===== src/rtl/fetch_controller.sv =====
// rtl/fetch_controller.sv - instruction fetch sequencer feeding the prefetch buffer and decoder
module fetch_controller #(
  parameter logic [31:0] RESET_PC        = 32'h0000_0000,
  parameter int          MAX_OUTSTANDING = 2,
  parameter int          BUF_HALFWORDS   = 8
) (
  input  logic        clk,
  input  logic        rst_n,
  input  logic        fetch_en,
  input  logic        jump_en,
  input  logic [31:0] jump_target,
  output logic        instr_mem_req,
  output logic [31:0] instr_mem_addr,
  input  logic        instr_mem_gnt,
  input  logic        instr_mem_rvalid,
  input  logic [31:0] instr_mem_rdata,
  output logic        buf_write_en,
  output logic [31:0] buf_data_in,
  output logic [1:0]  buf_read_en,
  output logic        buf_flush,
  input  logic [31:0] buf_data_out,
  output logic        instr_valid,
  input  logic        instr_ready,
  output logic [31:0] instr_rdata,
  output logic [31:0] instr_pc,
  output logic        instr_compressed
);

  localparam logic [1:0] S_IDLE  = 2'd0;
  localparam logic [1:0] S_FETCH = 2'd1;
  localparam logic [1:0] S_ALIGN = 2'd2;

  localparam logic [1:0] MAX_OUT = 2'(MAX_OUTSTANDING);
  localparam logic [4:0] BUF_HW  = 5'(BUF_HALFWORDS);

  logic [1:0]  state_q, state_d;
  logic [3:0]  occ_q, occ_d;
  logic [1:0]  outst_q, outst_d;
  logic [1:0]  discard_q, discard_d;
  logic [31:0] addr_q, addr_d;
  logic [31:0] pc_q, pc_d;

  logic        accept;
  logic        keep;
  logic        consume;
  logic        align_drop;
  logic        room;
  logic [4:0]  demand;
  logic [1:0]  hw_used;

  assign instr_compressed = buf_data_out[1:0] != 2'b11;

  // Reserve buffer space for every in-flight word, including ones that will be discarded.
  assign demand = {1'b0, occ_q} + {2'b00, outst_q, 1'b0} + 5'd2;
  assign room   = demand <= BUF_HW;

  assign instr_mem_req  = fetch_en && (state_q != S_IDLE) && !jump_en
                          && (outst_q < MAX_OUT) && room;
  assign instr_mem_addr = addr_q;
  assign accept         = instr_mem_req && instr_mem_gnt;

  assign keep         = instr_mem_rvalid && (discard_q == 2'd0);
  assign buf_write_en = keep && !jump_en;
  assign buf_data_in  = instr_mem_rdata;
  assign buf_flush    = jump_en;

  assign instr_valid = (state_q == S_FETCH) && !jump_en
                       && ((occ_q >= 4'd2) || ((occ_q == 4'd1) && instr_compressed));
  assign instr_rdata = buf_data_out;
  assign instr_pc    = pc_q;
  assign consume     = instr_valid && instr_ready;

  // A halfword-aligned target drops the low half of the first word it lands in.
  assign align_drop = buf_write_en && (state_q == S_ALIGN);

  always_comb begin
    buf_read_en = 2'b00;
    if (align_drop) begin
      buf_read_en = 2'b10;
    end else if (consume) begin
      buf_read_en = instr_compressed ? 2'b10 : 2'b11;
    end
  end

  always_comb begin
    hw_used = 2'd0;
    if (buf_read_en == 2'b10) begin
      hw_used = 2'd1;
    end else if (buf_read_en == 2'b11) begin
      hw_used = 2'd2;
    end
  end

  always_comb begin
    state_d   = state_q;
    outst_d   = outst_q + {1'b0, accept} - {1'b0, instr_mem_rvalid};
    occ_d     = occ_q + (buf_write_en ? 4'd2 : 4'd0) - {2'b00, hw_used};
    pc_d      = consume ? pc_q + (instr_compressed ? 32'd2 : 32'd4) : pc_q;
    addr_d    = accept ? addr_q + 32'd4 : addr_q;
    discard_d = (instr_mem_rvalid && (discard_q != 2'd0)) ? discard_q - 2'd1 : discard_q;

    case (state_q)
      S_IDLE:  if (fetch_en) state_d = S_FETCH;
      S_ALIGN: if (buf_write_en) state_d = S_FETCH;
      default: state_d = state_q;
    endcase

    // Everything still in flight after this cycle belongs to the old stream.
    if (jump_en) begin
      state_d   = jump_target[1] ? S_ALIGN : S_FETCH;
      occ_d     = 4'd0;
      pc_d      = jump_target & ~32'd1;
      addr_d    = jump_target & ~32'd3;
      discard_d = outst_d;
    end
  end

  always_ff @(posedge clk or negedge rst_n) begin
    if (!rst_n) begin
      state_q   <= S_IDLE;
      occ_q     <= 4'd0;
      outst_q   <= 2'd0;
      discard_q <= 2'd0;
      addr_q    <= RESET_PC & ~32'd3;
      pc_q      <= RESET_PC & ~32'd1;
    end else begin
      state_q   <= state_d;
      occ_q     <= occ_d;
      outst_q   <= outst_d;
      discard_q <= discard_d;
      addr_q    <= addr_d;
      pc_q      <= pc_d;
    end
  end

endmodule


===== config.mk =====
export PLATFORM = sky130hd
export DESIGN_NAME = fetch_controller
export DESIGN_NICKNAME = d
export VERILOG_FILES = /design/src/rtl/fetch_controller.sv
export SDC_FILE = /design/constraint.sdc
export NUM_CORES = 1
export LEC_CHECK = 0
export BUFFER_PORTS_ARGS = -buffer_cell sky130_fd_sc_hd__buf_2
export CAP_MARGIN = 20
export CORE_UTILIZATION = 51
export CTS_CLUSTER_DIAMETER = 30
export CTS_CLUSTER_SIZE = 28
export DETAILED_ROUTE_END_ITERATION = 7
export PLACE_DENSITY = 0.88
export SYNTH_ARGS = -nofsm -noshare
export SYNTH_HDL_FRONTEND = slang
export SYNTH_SLANG_ARGS = --single-unit

===== constraint.sdc =====
create_clock -name clk -period 5.5 [get_ports clk]
set_input_delay 0.825 -clock clk [delete_from_list [all_inputs] [get_ports clk]]
set_output_delay 0.825 -clock clk [all_outputs]
set_load 0.02 [all_outputs]

==> impl_metrics.env <==
export IMPL_ant_nets=0
export IMPL_cp_startpoint="occ_q[2]"
export IMPL_rsz0062_at_grt="false"
export IMPL_critPathKind="register to register"
export IMPL_synth_avg_cell_area_um2=8.660
export IMPL_final_util=0.5618
export IMPL_period_share=0.6313
export IMPL_power_density_nw_per_um2=326.9
export IMPL_hold_class="register to register"
export IMPL_synth_area_um2=4832
export IMPL_fp_row_count=35
export IMPL_path_max_fanout=10
export IMPL_peakVddDrop_uv=153.8
export IMPL_track_usage=0.2794
export IMPL_timing_fmax_mhz=288.0
export IMPL_cts_tree="done"
export IMPL_worst_slew_pin_slew_ns=0.9305
export IMPL_ctsHoldBuffers=0
export IMPL_clockBufferDepth=2
export IMPL_cts_repair_resized=0
export IMPL_ys_top_cells_by_count="dfrtp_1, buf_4, nand2_1"
export IMPL_placed_area_um2=4976
export IMPL_hpwl_um=9629
export IMPL_hold_path_end="outst_q[0]"
export IMPL_path_clk_slew_ns=0.08
export IMPL_fin_crit_ns=3.472
export IMPL_cts_sinks=71
export IMPL_numCtsBuffers=9
export IMPL_synth_top_area_frac=0.3677
export IMPL_core_area_um2=9196
export IMPL_cpMostUsedCell="ha_1"
export IMPL_yosys_area_top_type="dfrtp_1"
export IMPL_die_h_um=99.34
export IMPL_cts_max_level=3
export IMPL_async_flop_share=1.000
export IMPL_hold_viol_final=0
export IMPL_regArea_um2=1777
export IMPL_via_count=4527
export IMPL_grt_first_pass_wirelength_um=21690
export IMPL_crit_buf_inv=2
export IMPL_r2r_setup_slack_ns=2.03
export IMPL_drtIter0Drc=349
export IMPL_drc_errors=0
export IMPL_ff2ff_path_depth=12
export IMPL_syn_inst=558
export IMPL_cpPeakStageDelay_ns=0.73
export IMPL_totalWireLength_um=13520
export IMPL_die_area_um2=9868
export IMPL_nets=717
export IMPL_crit_chain="ha_1, ha_1, or3b_1, a211oi_2, inv_1, ha_1, inv_1, ha_1, xnor2_1, xnor2_1, nand2_1, o21ai_0"
export IMPL_grt_max_degree=72
export IMPL_io_buffers=109
export IMPL_dieWidth_um=99.34
export IMPL_gp_congestion=0.8671
export IMPL_drt_pass1_iter_count=5
export IMPL_required_ns=5.77
export IMPL_hold_path_depth=1
export IMPL_synth_edf_count=0
export IMPL_slowest_stage="a211oi_2"
export IMPL_ys_flop_type="dfrtp_1"
export IMPL_min_from="outst_q[0]"
export IMPL_cts_setup_buffers=0
export IMPL_crit_path_end_kind="register"
export IMPL_crit_family="adder cells"
export IMPL_max_cap_viol_count=0
export IMPL_r2r_start="occ_q[2]"
export IMPL_leakagePower_nw=2.271
export IMPL_multi_input_area_um2=2346
export IMPL_fin_area_um2=5166
export IMPL_arrival_ns=3.74
export IMPL_area_growth_pct=6.913
export IMPL_initial_core_util=0.5254
export IMPL_avgRoutedWirePerCell_um=18.93
export IMPL_drive_gt1_frac=0.2355
export IMPL_skew_ns=0.007955
export IMPL_synth_cell_types=63
export IMPL_status="completed"
export IMPL_final_setup_tns_ns=0
export IMPL_r2r_end="discard_q[1]"
export IMPL_synth_seq_area_share=0.3677
export IMPL_root_buffer="clkbuf_8"
export IMPL_vias_per_cell=6.340
export IMPL_synth_area_leaders="dfrtp_1, buf_4, nand2_1"
export IMPL_ys_ff_latch=71
export IMPL_critPathLaunchType="register"
export IMPL_grt_remaining_overflow=0
export IMPL_fillers=809
export IMPL_diodes=0
export IMPL_fin_hold_ws_ns=0.5446
export IMPL_yosysMostFrequentCell="dfrtp_1"
export IMPL_yosys_warnings=0
export IMPL_first_global_vias=4381
export IMPL_drv_slew=0
export IMPL_io_pin_count=238
export IMPL_setup_viol=0
export IMPL_maxSlewHeadroom=0.3797
export IMPL_antenna_found_initial=0
export IMPL_insertion_delay_ns=0.36
[state kept, by name (all words and copies together) (netlist names)]
register and cells:
instr_mem_addr 30, outst_q 2, instr_pc 31, occ_q 4, state_q 2, discard_q 2
[worst max path at each step]
| stage | slack, ns | end | cells past startpoint |
|---|---|---|---|
| 6_report | 2.03 | discard_q[1] | 12 |
| 5_1_grt | 1.78 | discard_q[1] | 12 |
| 4_1_cts | 2.02 | discard_q[1] | 12 |
| 3_5_place_dp | 1.90 | discard_q[1] | 12 |
| 3_3_place_gp | 1.99 | discard_q[1] | 12 |
| 2_1_floorplan | 2.32 | occ_q[3] | 10 |
[cells in the final DEF (no fill, tap or decap), types with 6 or more instances in the layout]
master,n
nor2_1,28
ha_1,12
o311ai_0,17
o211ai_1,17
inv_1,30
or3_1,6
and2_1,6
a21oi_1,14
buf_4,7
nand4_1,26
o21ai_0,43
nand2_1,65
nand3_1,29
buf_2,109
xnor2_1,12
a31oi_1,6
and3_1,6
nor3_1,7
dfrtp_1,71
clkbuf_8,10
[stage by stage]
step                setup WS, ns  cells  total power [mW]
floorplan                  2.318    560             1.136
global placement           1.990    698             1.222
detailed placement         1.895    698             1.263
CTS                        2.025    714             1.685
global route               1.777    714             1.783
finish                     2.028    714             1.689
[logic make-up after synthesis]
group                      count (synthesis)  share of synthesized area
xor gates and xnor gates                  17                    0.03081
muxes                                      4                   0.008804
DFF                                       71                     0.3677
buffers and inverters                    120                     0.1484
adders and majority gates                 16                    0.04764
other                                      1                  0.0007761
AOI/OAI and AO/OA                        120                     0.1647
and+or+nand+nor                          209                     0.2312
[metal layers]
layer	wire [um]	vias up	part of all wire	track usage
li1	-	2029	-	-
met1	5360	2150	0.40	0.3589
met2	6406	309	0.47	0.4428
met3	1336	39	0.099	0.06325
met4	416	0	0.031	0.1459
met5	0	-	0	0
[cell type report]
| class | count | area share |
|---|---|---|
| inverter | 31 | 0.02252 |
| clock buffer | 12 | 0.02809 |
| sequential | 71 | 0.3439 |
| timing repair buffer | 116 | 0.1158 |
| tap | 111 | 0.02688 |
| clock inverter | 4 | 0.008719 |
| multi-input combinational | 369 | 0.4541 |
[report_power, final]
part | switching (mW) | internal, mW
Sequential | 0.109 | 0.604
Clock | 0.207 | 0.220
Combinational | 0.340 | 0.209
Total | 0.656 | 1.03
Note: power is estimated with default switching activity, not from simulation.
